[config.mk]
export PLATFORM = sky130hd
export DESIGN_NAME = frame_builder_flat
export DESIGN_NICKNAME = d
export VERILOG_FILES = /design/src/rtl/frame_builder_if.sv /design/src/rtl/frame_builder.sv /design/src/flat_wrapper.sv
export SDC_FILE = /design/constraint.sdc
export NUM_CORES = 1
export LEC_CHECK = 0
export BUFFER_PORTS_ARGS = -buffer_cell sky130_fd_sc_hd__buf_2
export CAP_MARGIN = 5
export CORE_ASPECT_RATIO = 0.8
export CORE_MARGIN = 8
export CORE_UTILIZATION = 54
export DETAILED_ROUTE_END_ITERATION = 7
export HOLD_SLACK_MARGIN = 0.06
export PLACE_DENSITY_LB_ADDON = 0.05
export RECOVER_POWER = 25
export SYNTH_ARGS = -nofsm -noshare
export SYNTH_HDL_FRONTEND = slang
export SYNTH_SLANG_ARGS = --single-unit
[constraint.sdc]
create_clock -name clk -period 11.75 [get_ports clk]
set_clock_uncertainty 0.1 [all_clocks]
set_input_delay 1.7625 -clock clk [delete_from_list [all_inputs] [get_ports clk]]
set_output_delay 1.7625 -clock clk [all_outputs]
set_load 0.05 [all_outputs]
[src/rtl/frame_builder_if.sv]
// Byte-wide valid/ready transmit stream between the frame builder and the UART TX path.
interface frame_builder_if #(
  parameter int unsigned DATA_W = 8
);
  logic [DATA_W-1:0] tx_data;
  logic              tx_valid;
  logic              tx_ready;

  modport master (output tx_data, output tx_valid, input tx_ready);
  modport slave  (input tx_data, input tx_valid, output tx_ready);
endinterface

[src/rtl/frame_builder.sv]
// Serialises a latched 64-bit payload into a 13-byte command frame
// (HEADER, LENGTH, CMD, D0..D7, CHK, TAIL), one byte per valid/ready transfer.
module frame_builder #(
  parameter logic [7:0] HEADER     = 8'h52,
  parameter logic [7:0] LENGTH     = 8'h0E,
  parameter logic [7:0] CMD        = 8'h01,
  parameter logic [7:0] TAIL       = 8'h9A,
  parameter logic [7:0] CHK_TARGET = 8'h01,
  localparam int unsigned PAYLOAD_W = 64,
  localparam int unsigned BYTE_W    = 8,
  localparam int unsigned CNT_W     = 4
) (
  input  logic                 clk,
  input  logic                 rst_n,
  input  logic                 En,
  input  logic                 start,
  input  logic [PAYLOAD_W-1:0] payload,
  frame_builder_if.master      tx,
  output logic                 busy,
  output logic                 done
);

  typedef enum logic [2:0] {IDLE, HDR, LEN, CMDB, DATA, CHK, TAILB, FIN} state_t;

  state_t               state;
  logic [PAYLOAD_W-1:0] pl_q;
  logic [BYTE_W-1:0]    sum_q;
  logic [CNT_W-1:0]     cnt_q;
  logic [BYTE_W-1:0]    data_q;
  logic                 valid_q;

  logic                 xfer_c;
  logic [2:0]           nxt_idx_c;
  logic [BYTE_W-1:0]    nxt_data_c;
  logic [BYTE_W-1:0]    d0_c;
  logic [BYTE_W-1:0]    chk_c;

  assign tx.tx_data  = data_q;
  assign tx.tx_valid = valid_q;

  // Next data byte is selected from the latched payload, MSB byte first.
  assign xfer_c     = valid_q && tx.tx_ready;
  assign nxt_idx_c  = 3'd6 - cnt_q[2:0];
  assign nxt_data_c = pl_q[{nxt_idx_c, 3'b000} +: BYTE_W];
  assign d0_c       = pl_q[PAYLOAD_W-1 -: BYTE_W];
  // sum_q holds HEADER..D7 once D7 is on the bus, so CHK closes the frame to CHK_TARGET.
  assign chk_c      = CHK_TARGET - TAIL - sum_q;

  always_ff @(posedge clk or negedge rst_n) begin
    if (!rst_n) begin
      state   <= IDLE;
      pl_q    <= '0;
      sum_q   <= '0;
      cnt_q   <= '0;
      data_q  <= '0;
      valid_q <= 1'b0;
      busy    <= 1'b0;
      done    <= 1'b0;
    end else if (!En) begin
      state   <= IDLE;
      pl_q    <= '0;
      sum_q   <= '0;
      cnt_q   <= '0;
      data_q  <= '0;
      valid_q <= 1'b0;
      busy    <= 1'b0;
      done    <= 1'b0;
    end else begin
      case (state)
        IDLE: begin
          if (start) begin
            pl_q    <= payload;
            sum_q   <= HEADER;
            data_q  <= HEADER;
            valid_q <= 1'b1;
            busy    <= 1'b1;
            cnt_q   <= '0;
            state   <= HDR;
          end
        end
        HDR: begin
          if (xfer_c) begin
            data_q <= LENGTH;
            sum_q  <= sum_q + LENGTH;
            state  <= LEN;
          end
        end
        LEN: begin
          if (xfer_c) begin
            data_q <= CMD;
            sum_q  <= sum_q + CMD;
            state  <= CMDB;
          end
        end
        CMDB: begin
          if (xfer_c) begin
            data_q <= d0_c;
            sum_q  <= sum_q + d0_c;
            cnt_q  <= '0;
            state  <= DATA;
          end
        end
        DATA: begin
          if (xfer_c) begin
            if (cnt_q == CNT_W'(7)) begin
              data_q <= chk_c;
              sum_q  <= sum_q + chk_c;
              state  <= CHK;
            end else begin
              data_q <= nxt_data_c;
              sum_q  <= sum_q + nxt_data_c;
              cnt_q  <= cnt_q + CNT_W'(1);
            end
          end
        end
        CHK: begin
          if (xfer_c) begin
            data_q <= TAIL;
            sum_q  <= sum_q + TAIL;
            state  <= TAILB;
          end
        end
        TAILB: begin
          if (xfer_c) begin
            valid_q <= 1'b0;
            busy    <= 1'b0;
            done    <= 1'b1;
            state   <= FIN;
          end
        end
        FIN: begin
          done  <= 1'b0;
          state <= IDLE;
        end
        default: state <= IDLE;
      endcase
    end
  end

endmodule

[src/flat_wrapper.sv]
// flat-port wrapper written by rule: the top's interface ports become plain ports
module frame_builder_flat 
#(
  parameter logic [7:0] HEADER     = 8'h52,
  parameter logic [7:0] LENGTH     = 8'h0E,
  parameter logic [7:0] CMD        = 8'h01,
  parameter logic [7:0] TAIL       = 8'h9A,
  parameter logic [7:0] CHK_TARGET = 8'h01,
  localparam int unsigned PAYLOAD_W = 64,
  localparam int unsigned BYTE_W    = 8,
  localparam int unsigned CNT_W     = 4
)
  (clk, rst_n, En, start, payload, busy, done, tx_tx_data, tx_tx_valid, tx_tx_ready);
  frame_builder_if tx_i ();
  input  logic clk;
  input  logic rst_n;
  input  logic En;
  input  logic start;
  input  logic [PAYLOAD_W-1:0] payload;
  output logic busy;
  output logic done;
  output wire logic [$bits(tx_i.tx_data)-1:0] tx_tx_data;
  output wire logic [$bits(tx_i.tx_valid)-1:0] tx_tx_valid;
  input wire logic [$bits(tx_i.tx_ready)-1:0] tx_tx_ready;
  assign tx_tx_data = tx_i.tx_data;
  assign tx_tx_valid = tx_i.tx_valid;
  assign tx_i.tx_ready = tx_tx_ready;
  frame_builder #(.HEADER(HEADER), .LENGTH(LENGTH), .CMD(CMD), .TAIL(TAIL), .CHK_TARGET(CHK_TARGET)) u_core (.clk(clk), .rst_n(rst_n), .En(En), .start(start), .payload(payload), .tx(tx_i), .busy(busy), .done(done));
endmodule
-- After elaboration in Yosys (flattened, before gate mapping)
Cells that the tools add are included.
- shift operators: 1
- add/subtract/negate cells: 9
- multipliers: 0
- reductions and logical operators: 8
- magnitude comparators: 0
- bitwise operators: 0
- equality and inequality tests: 23
- muxes and demuxes: 43
- divide/modulo/power cells: 0
- operators with widths (kind ; count):
    2-to-1 mux 64 bit ; 3
    2-to-1 mux 8 bit ; 15
    case mux 8 bit (6 select lines) ; 2
    variable part select 64 x 7 -> 8 bit ; 1
    2-to-1 mux 3 bit ; 9
    adder 8 bit ; 3
    case mux 3 bit (8 select lines) ; 1
    inequality test 3 x 2 -> 1 bit, second input constant ; 7
    2-to-1 mux 4 bit ; 5
    equality test 3 bit, second input constant ; 4
    case mux 4 bit (3 select lines) ; 1
    adder 8 x 1 -> 8 bit, second input constant ; 1
    adder 8 x 4 -> 8 bit, second input constant ; 1
    adder 8 bit, second input constant ; 1
    AND reduction 8 bit ; 1
    subtractor 7 x 8 -> 8 bit, first input constant ; 1
    inequality test 7 x 1 -> 1 bit, second input constant ; 1
    AND reduction 7 bit ; 1
    equality test 3 x 2 -> 1 bit, second input constant ; 2
    inequality test 3 x 1 -> 1 bit, second input constant ; 2
    inequality test 3 bit, second input constant ; 2
    2-to-1 mux 1 bit ; 5
    AND reduction 5 bit ; 1
    adder 4 x 1 -> 4 bit, second input constant ; 1
    10 further kinds ; 13
- word-level logic and storage cells: 91
- memories kept: 0
- bits in read-only memories: 0
- output and inout bits: 11
- bits in latches: 0
- memory bits (writable): 0
- register bits after elaboration: 89

-- Depth between registers and ports, before layout
Gate-level depths: netlist of run 1.
- depth after elaboration: 7
- mapped depth: 17
- depth with buffers taken out: 15

-- Worst setup path before layout of run 1
Ideal clock, no wire load.
- kind: register to register
- start point: reg u_core.cnt_q[1]
- end point: reg u_core.sum_q[7]
- required time: 11514 ps
- arrival: 3500 ps
- buffers on the path: 2
- period minus slack after synthesis: 3736 ps
- slack: 8014 ps
- stages on the path, launching flop included: 17
- cell sequence: dfrtp_1 ha_1 buf_2 clkbuf_1 mux4_2 mux2_2 nand2_1 o21ai_0 nor2_1 a21oi_1 ha_1 a21oi_1 o22ai_1 o41ai_1 mux2i_1 a2111oi_0 nand2_1
- longest elaborated chain between the ends: 7
- elaborated cells between the ends (all ways): 8
- RTL lines (element ; RTL line ; source):
    start, declared ; frame_builder.sv:28 ; logic [CNT_W-1:0] cnt_q;
    start signal, assigned ; frame_builder.sv:112 ; cnt_q <= cnt_q + CNT_W'(1);
    subtractor 3 bit ; frame_builder.sv:43 ; assign nxt_idx_c = 3'd6 - cnt_q[2:0];
    variable part select 64 x 7 -> 8 bit ; frame_builder.sv:44 ; assign nxt_data_c = pl_q[{nxt_idx_c, 3'b000} +: BYTE_W];
    adder 8 bit ; frame_builder.sv:111 ; sum_q <= sum_q + nxt_data_c;
    2-to-1 mux 8 bit (*) ; frame_builder.sv:105 ; if (cnt_q == CNT_W'(7)) begin
    2-to-1 mux 8 bit (*) ; frame_builder.sv:104 ; if (xfer_c) begin
    case mux 8 bit (6 select lines) (*) ; frame_builder.sv:69 ; case (state)
    2-to-1 mux 8 bit (*) ; frame_builder.sv:59 ; end else if (!En) begin
    end signal, assigned ; frame_builder.sv:107 ; sum_q <= sum_q + chk_c;
    end signal, assigned ; frame_builder.sv:111 ;
    end signal, assigned ; frame_builder.sv:119 ; sum_q <= sum_q + TAIL;
    end, declared ; frame_builder.sv:27 ; logic [BYTE_W-1:0] sum_q;
Every way passes the cells marked *; elsewhere a longest branch is shown, timed or not. The select of a mux whose other input is x is not followed.
A chain may end at the register's enable or synchronous reset.

==> results.toml, run 1 <==
[yosys]
ys_types = 60
synth_edf_count = 0
synthTopCellsByArea = "dfrtp_1, nand2_1, mux4_2, nand3_1, ha_1"
synthAdderAreaFrac_pct = 4.713
synth_ff_type = "dfrtp_1"
syn_inst = 566
syn_area_um2 = 5097
synth_top_area_share_pct = 43.69
async_reset_ff_share_pct = 100.0
synth_top_family_by_area = "simple AND/OR/NAND/NOR gates"
yosys.area.top_type = "dfrtp_1"
muxShareOfSynthArea_pct = 9.278
synthXorXnorAreaFrac_pct = 2.209
synth_warnings = 0
seq_area_frac_synth_pct = 43.69
post-synth-top-count-cell = "nand2_1"
ys_ff_latch = 89
synth-compound-area-share_pct = 11.68
synth_common_cells = "nand2_1, dfrtp_1, nand3_1"
syn_nets = 653
yosys.area_share.simple_pct = 24.42
synth_area_per_cell_um2 = 9.006

[cells_and_area]
area_delta_synth_final_pct = 14.21
layout.nets = 709
multiInputGateArea_um2 = 2693
fin_cells = 742
fillerInstances = 777
drive_above_1_share_pct = 19.62
regArea_um2 = 2227
n_antenna_cell = 0
finish.utilization_pct = 63.87

[power_and_ir_drop]
power_frac_seq_pct = 37.8
swShare_pct = 39.42
power.leakage_uw = 0.002884
power_uw = 1129
p_switching_uw = 445.2
pwr-share-clk_pct = 25.1
p_per_area_nw_per_um2 = 194.0
p_comb_share_pct = 37.0
internal_power_uw = 684.1
ir_worst_vdd_uv = 132.2

[clocking]
cts_tree = "done"
clk_pin_slew_ns = 0.06
clk_latency_ns = 0.34
cts_max_level = 3
hold_buffers = 0
post_cts_buffers = 0
clock_sinks = 89
cts_made_buffers = 9
cts_resized = 0
clock-root-buffer = "clkbuf_16"
clockBufferDepth = 2

[worst_setup_path]
rr_startpoint = "u_core.cnt_q[0]"
r2r_end = "u_core.sum_q[7]"
cp_max_fo = 46
worst_setup_path_end_kind = "async pin"
crit_family = "buffers and inverters"
crit_cells = 2
r2r_slack_ns = 6.96
path_cells = "clkbuf_1 -> clkbuf_1"
timing_worst_setup_path_type = "input port to async pin"
critPathBufInv = 2
rr_worst_depth = 14
critPathLaunchType = "input port"
cp_common_cell = "clkbuf_1"
crit_arrival_ns = 5.31
slowest_stage = "clkbuf_1"
critPathMaxStageDelay_ns = 1.82
cp.required_ns = 11.59

[sta]
max_freq_ghz = 0.1829
setup_tns_ns = 0
setup_viol = 0
slew_headroom_pct = -62.30
post-route-period-util_pct = 46.53
rsz0062_at_grt = "no"
tightestPinTransition_ns = 2.434
min_period_ns = 5.467
drv_slew = 92
hold_violations = 0

[routing]
drc = 0
drt-total-wl_um = 13620
vias = 4345
final_antenna_net_count = 0
first_pass_iters = 5
first_iter_violations = 490
vias_per_cell = 5.856
routedWlPerCell_um = 18.35

[die]
ios = 80
initial_core_util_pct = 55.92
fp.dieW_um = 124.6
die_h_um = 102.9
rows = 31
core_area_um2 = 9115
die-area_um2 = 12820

[place]
dp_hpwl_um = 10130
place.gp.congestion = 0.8697
port_buffers = 79
dp_cells = 726

[grt]
grt_max_degree = 79
grt_pass1_wl_um = 22110
antenna_found_initial = 0
grt_pass1_vias = 4232
gr-total-overflow = 0
grt_usage_pct = 21.51

[min_path]
hold_depth = 2
worstHoldStart = "u_core.pl_q[52]"
hold_end = "u_core.pl_q[52]"
hold_class = "flop to flop"

[status]
outcome = "finished, violations left"
violations = "capacitance limit, slew limit"

[job]
max_cap_violations = 2
==> cells by family after synthesis <==
group | Yosys count
buffers and inverters | 51
multiplexers | 27
XOR/XNOR | 12
AO/OA/AOI/OAI | 88
flip-flops | 89
adder cells (fa/ha/maj) | 18
AND/OR/NAND/NOR | 281
==> sequential cells by signal, indices dropped and copies added, names as in the netlist <==
| name | count |
|---|---|
| u_core.sum_q | 8 |
| u_core.pl_q | 64 |
| u_core.tx.tx_valid | 1 |
| u_core.done | 1 |
| u_core.state | 3 |
| u_core.cnt_q | 4 |
| u_core.tx.tx_data | 8 |
==> worst max-delay path by stage <==
| stage | start | endpoint | slack (ns) |
|---|---|---|---|
| 2_1_floorplan | u_core.cnt_q[1] | u_core.sum_q[7] | 8.01 |
| 3_3_place_gp | u_core.cnt_q[0] | u_core.sum_q[7] | 7.22 |
| 3_5_place_dp | u_core.cnt_q[0] | u_core.sum_q[7] | 6.96 |
| 4_1_cts | u_core.cnt_q[0] | u_core.sum_q[7] | 6.96 |
| 5_1_grt | rst_n | u_core.pl_q[34] | 5.37 |
| 6_report | rst_n | u_core.pl_q[32] | 6.28 |
==> routing by layer <==
layer	GRT usage [%]	vias to the layer above	wire, um
met2	31.73	169	5905
met5	0	-	0
met4	5.355	0	165
met1	30.34	2071	6468
met3	6.372	19	1076
li1	-	2086	-
==> area by class of cell <==
type | instances | share of cell area [%]
Clock buffer | 11 | 3.997
Multi-Input combinational cell | 426 | 46.25
Sequential cell | 89 | 38.25
Timing Repair Buffer | 83 | 7.221
Clock inverter | 5 | 0.9671
Tap cell | 115 | 2.472
Inverter | 13 | 0.8382
==> power by group through the flow <==
stage | logic (uW) | clock network [uW] | registers, uW
floorplan | 296 | 0 | 429
global placement | 407 | 0 | 431
detailed placement | 414 | 0 | 430
CTS | 416 | 289 | 426
global route | 460 | 302 | 434
finish | 418 | 284 | 427
==> layout by cell type (no fill, tap or decap), drive strengths merged, types with 5 or more instances in the layout <==
master / count
o21ai: 30
a22o: 7
nand2b: 5
nand3: 68
buf: 81
dfrtp: 89
inv: 12
nor3: 6
clkbuf: 13
a21oi: 14
xor2: 8
mux2i: 9
mux4: 16
ha: 16
and2: 5
nand2: 161
nor2: 18
==> metrics by stage <==
| stage | hold WS (ns) | setup WS (ns) | instance area, um2 |
|---|---|---|---|
| floorplan | 0.3334 | 8.014 | 5097 |
| finish | 0.3733 | 6.283 | 5822 |
| detailed placement | 0.3597 | 6.961 | 5540 |
| CTS | 0.3774 | 6.957 | 5829 |
| global placement | 0.3485 | 7.222 | 5540 |
| global route | 0.3866 | 5.375 | 5822 |
Note: power is estimated with default switching activity, not from simulation.
==> run 2: changes to the inputs <==
==> constraint.sdc (replaced) <==
create_clock -name clk -period 5.3 [get_ports clk]
set_clock_uncertainty 0.1 [all_clocks]
set_input_delay 0.795 -clock clk [delete_from_list [all_inputs] [get_ports clk]]
set_output_delay 0.795 -clock clk [all_outputs]
set_load 0.05 [all_outputs]
==> results.toml, run 2 (synthesized netlist as in run 1, its figures left out) <==
[cells_and_area]
largest_reg_flops = 64
fin_cells = 742
final_common_cell = "nand2_1"
drive_above_1_share_pct = 19.94
fillerInstances = 770
finish.utilization_pct = 64.05
layout.nets = 710
top_register = "u_core.pl_q"
final_cell_mix = "nand2_1, dfrtp_1, buf_2, nand3_1, o21ai_0"
area_delta_synth_final_pct = 14.53
n_antenna_cell = 0
design_area_um2 = 5838

[job]
max_cap_violations = 1

[routing]
drc = 0
first_iter_violations = 392
first_pass_iters = 5
vias_per_cell = 5.903
drt-total-wl_um = 13560
routedWlPerCell_um = 18.27
vias = 4380
final_antenna_net_count = 0

[die]
fp.dieW_um = 124.6
die_h_um = 102.9
rows = 31
die-area_um2 = 12820
core_area_um2 = 9115
initial_core_util_pct = 55.92
ios = 80

[sta]
rsz0062_at_grt = "no"
min_period_ns = 4.213
hold_violations = 0
slew_headroom_pct = -55.52
layout_setup_ws_ns = 1.088
setup_viol = 0
max_freq_ghz = 0.2374
tightestPinTransition_ns = 2.333
post-route-period-util_pct = 79.48
setup_tns_ns = 0
drv_slew = 45

[grt]
grt_pass1_wl_um = 22100
grt_usage_pct = 21.59
gr-total-overflow = 0
grt_max_degree = 77
grt_pass1_vias = 4101
antenna_found_initial = 0

[worst_setup_path]
cp-endpoint = "u_core.sum_q[7]"
rr_startpoint = "u_core.cnt_q[1]"
r2r_slack_ns = 1.09
timing_worst_setup_path_type = "flop to flop"
rr_worst_depth = 14
crit_arrival_ns = 4.32
worst_setup_path_end_kind = "flop"
r2r_end = "u_core.sum_q[7]"
setup.worst_path.start = "u_core.cnt_q[1]"
cp.required_ns = 5.41
cp_max_fo = 17
critPathLaunchType = "flop"

[clocking]
cts_tree = "done"
post_cts_buffers = 0
clock-root-buffer = "clkbuf_16"
clock_sinks = 89
clk_pin_slew_ns = 0.06
hold_buffers = 0
cts_resized = 0
clk_latency_ns = 0.34
cts_max_level = 3
cts_made_buffers = 9
clockBufferDepth = 2

[min_path]
hold_class = "flop to flop"
hold_depth = 2

[place]
pre_cts_ws_ns = 1.118
dp_cells = 727
port_buffers = 79
dp_hpwl_um = 10090
place_area_um2 = 5548
place.gp.congestion = 0.9186

[power_and_ir_drop]
p_per_area_nw_per_um2 = 431.4
power_frac_seq_pct = 37.4
swShare_pct = 39.25
pwr-share-clk_pct = 25.5
power.leakage_uw = 0.002891
ir_worst_vdd_uv = 313.1
p_switching_uw = 988.5
p_comb_share_pct = 37.1
internal_power_uw = 1530

[status]
violations = "capacitance limit, slew limit"
outcome = "finished, violations left"
## run 2: metrics by stage
stage / hold slack, ns / power [uW]
2_1_floorplan: 0.3334 / 1609
3_3_place_gp: 0.3513 / 1854
3_5_place_dp: 0.3546 / 1877
4_1_cts: 0.3485 / 2527
5_1_grt: 0.3931 / 2666
6_report: 0.3692 / 2519
## run 2: worst min-delay path by stage
stage	start	endpoint	slack (ns)
floorplan	u_core.pl_q[0]	u_core.pl_q[0]	0.33
finish	u_core.pl_q[52]	u_core.pl_q[52]	0.37
global route	u_core.pl_q[4]	u_core.pl_q[4]	0.39
CTS	rst_n	u_core.tx.tx_data[5]	0.35
global placement	u_core.pl_q[53]	u_core.pl_q[53]	0.35
detailed placement	u_core.pl_q[52]	u_core.pl_q[52]	0.35
## run 2: worst max-delay path: stages, from the launching register on
cell,delay [ns]
dfrtp_1,0.39
ha_1,0.74
mux4_2,0.41
mux2_2,0.28
nand2_1,0.06
o21ai_0,0.11
nor2_1,0.10
a21oi_1,0.05
ha_1,0.24
a21oi_1,0.20
o22ai_1,0.16
o41ai_1,0.58
mux2i_1,0.16
a2111oi_0,0.38
nand2_1,0.10
## run 2: per-layer routing
metal  vias up  GRT usage (%)  wire [um]
li1       2089              -          -
met4         0          5.078        138
met1      2127          31.89       6654
met5         -              0          0
met3        11          5.550        947
met2       153          30.83       5814
## run 2: power by group through the flow
stage	clock [uW]	sequential (uW)	combinational [uW]
after detailed placement	0	948	929
after floorplan	0	952	657
final	643	942	934
after global routing	673	956	1040
after global placement	0	946	908
after CTS	656	937	933
## run 2: cell type report
cell class / instances / area (um2) / area share, %
multi-input cells: 426 / 2693 / 46.12
flip-flops and latches: 89 / 2227 / 38.15
repair buffers: 84 / 429.2 / 7.351
clock buffers: 11 / 242.7 / 4.158
well taps: 115 / 143.9 / 2.465
clock inverters: 4 / 53.80 / 0.9216
inverters: 13 / 48.80 / 0.8358
==> run 3: changes to the inputs <==
==> constraint.sdc (replaced) <==
create_clock -name clk -period 4.1 [get_ports clk]
set_clock_uncertainty 0.1 [all_clocks]
set_input_delay 0.615 -clock clk [delete_from_list [all_inputs] [get_ports clk]]
set_output_delay 0.615 -clock clk [all_outputs]
set_load 0.05 [all_outputs]
==> results.toml, run 3 (synthesized netlist as in run 1, its figures left out) <==
[status]
outcome = "finished, violations left"
violations = "capacitance limit, slew limit"

[grt]
grt_max_degree = 75
antenna_found_initial = 0
grt_usage_pct = 22.39
grt_pass1_vias = 4351
gr-total-overflow = 0
grt_pass1_wl_um = 23060

[worst_setup_path]
worst_setup_path_end_kind = "flop"
critPathMaxStageDelay_ns = 0.43
slowest_stage = "ha_2"
timing_worst_setup_path_type = "flop to flop"
rr_startpoint = "u_core.cnt_q[1]"
cp_common_cell = "nand2_1"
setup.worst_path.start = "u_core.cnt_q[1]"
crit_arrival_ns = 3.97
critPathLaunchType = "flop"
cp.required_ns = 4.21
cp_max_fo = 9
path_cells = "ha_2 -> buf_4 -> mux4_2 -> mux2_2 -> nand2_1 -> o21ai_0 -> nor2_1 -> a21oi_1 -> ha_1 -> a21oi_2 -> o22ai_2 -> o41ai_4 -> mux2i_1 -> a2111oi_2 -> nand2_1"

[clocking]
cts_tree = "done"
cts_made_buffers = 9
clk_pin_slew_ns = 0.06
post_cts_buffers = 0
clockBufferDepth = 2
clock-root-buffer = "clkbuf_16"
clk_latency_ns = 0.34
hold_buffers = 0
clock_sinks = 89
cts_max_level = 3

[power_and_ir_drop]
swShare_pct = 38.81
power.leakage_uw = 0.002945
pwr-share-clk_pct = 26.3
p_comb_share_pct = 37.1
power_frac_seq_pct = 36.6
internal_power_uw = 2033
ir_worst_vdd_uv = 357.1
p_switching_uw = 1289
p_per_area_nw_per_um2 = 560.8

[sta]
drv_slew = 75
rsz0062_at_grt = "no"
whs_ns = 0.3643
setup_tns_ns = 0
setup_viol = 0
tightestPinTransition_ns = 1.830
max_freq_ghz = 0.2597
slew_headroom_pct = -21.97
hold_violations = 0
min_period_ns = 3.851
post-route-period-util_pct = 93.93

[cells_and_area]
area_delta_synth_final_pct = 16.20
n_antenna_cell = 0
largest_reg_flops = 64
layout.nets = 714
drive_above_1_share_pct = 21.24
final_common_cell = "nand2_1"
top_register = "u_core.pl_q"
design_area_um2 = 5923
final_cell_mix = "nand2_1, dfrtp_1, buf_2, nand3_1, o21ai_0"

[die]
die-area_um2 = 12820
initial_core_util_pct = 55.92
fp.dieW_um = 124.6
ios = 80
core_area_um2 = 9115
die_h_um = 102.9
rows = 31

[place]
place.gp.congestion = 0.8947
dp_hpwl_um = 10310
place_area_um2 = 5578
port_buffers = 79

[routing]
first_pass_iters = 5
vias = 4442
drc = 0
vias_per_cell = 5.954
drt-total-wl_um = 14090
first_iter_violations = 468
final_antenna_net_count = 0
routedWlPerCell_um = 18.88

[min_path]
worstHoldStart = "u_core.pl_q[35]"
hold_class = "flop to flop"

[job]
max_cap_violations = 1
run 3: cell type report:
class	instances	area [um2]
Clock inverter	4	77.57
Multi-Input combinational cell	426	2730
Fill cell	746	3192
Sequential cell	89	2227
Inverter	13	48.80
Timing Repair Buffer	88	462.9
Clock buffer	11	232.7
Tap cell	115	143.9
run 3: per-stage QoR:
step	total power, uW	worst slack [ns]	utilization, %	std cells
3_5_place_dp	2432	-0.04043	61.19	731
3_3_place_gp	2406	0.2221	61.19	731
5_1_grt	3515	0.006182	64.98	746
4_1_cts	3317	0.03410	64.68	746
6_report	3322	0.2491	64.98	746
2_1_floorplan	2080	0.3640	-	566
run 3: timing repair:
action	4_1_cts	5_1_grt
resized for setup	1	6
gates cloned	0	0
endpoints found under the setup margin	1	2
pin swaps	0	1
run 3: metal layers:
layer / vias up / part of all wire (%) / GRT usage, %
li1: 2095 / - / -
met1: 2152 / 47 / 31.85
met2: 175 / 44 / 32.68
met3: 20 / 7.8 / 6.372
met4: 0 / 1.3 / 6.094
met5: - / 0 / 0
run 3: worst max-delay path, delay by kind of cell (launching register included):
| family | cells | cell delay, ns |
|---|---|---|
| AOI/OAI and AO/OA | 6 | 1.32 |
| muxes | 3 | 0.76 |
| adders and majority gates | 2 | 0.68 |
| DFF | 1 | 0.40 |
| and+or+nand+nor | 3 | 0.24 |
| buffers and inverters | 1 | 0.22 |
run 3: power groups by stage:
stage / clock, uW / sequential [uW] / combinational, uW
after floorplan: 0 / 1230 / 849
after global placement: 0 / 1230 / 1180
after detailed placement: 0 / 1220 / 1210
after CTS: 888 / 1210 / 1220
after global routing: 921 / 1240 / 1360
final: 874 / 1220 / 1230
run 3: path summary, 6_finish.rpt:
check | to | cells past startpoint | slack, ns
hold / removal | u_core.pl_q[35] | 2 | 0.36
setup reg to reg | u_core.sum_q[7] | 15 | 0.25
min in group asynchronous | u_core.tx.tx_data[6] | 1 | 0.65
max in group asynchronous | u_core.sum_q[0] | 1 | 2.14
setup / recovery | u_core.sum_q[7] | 15 | 0.25
hold reg to reg | u_core.pl_q[35] | 2 | 0.36
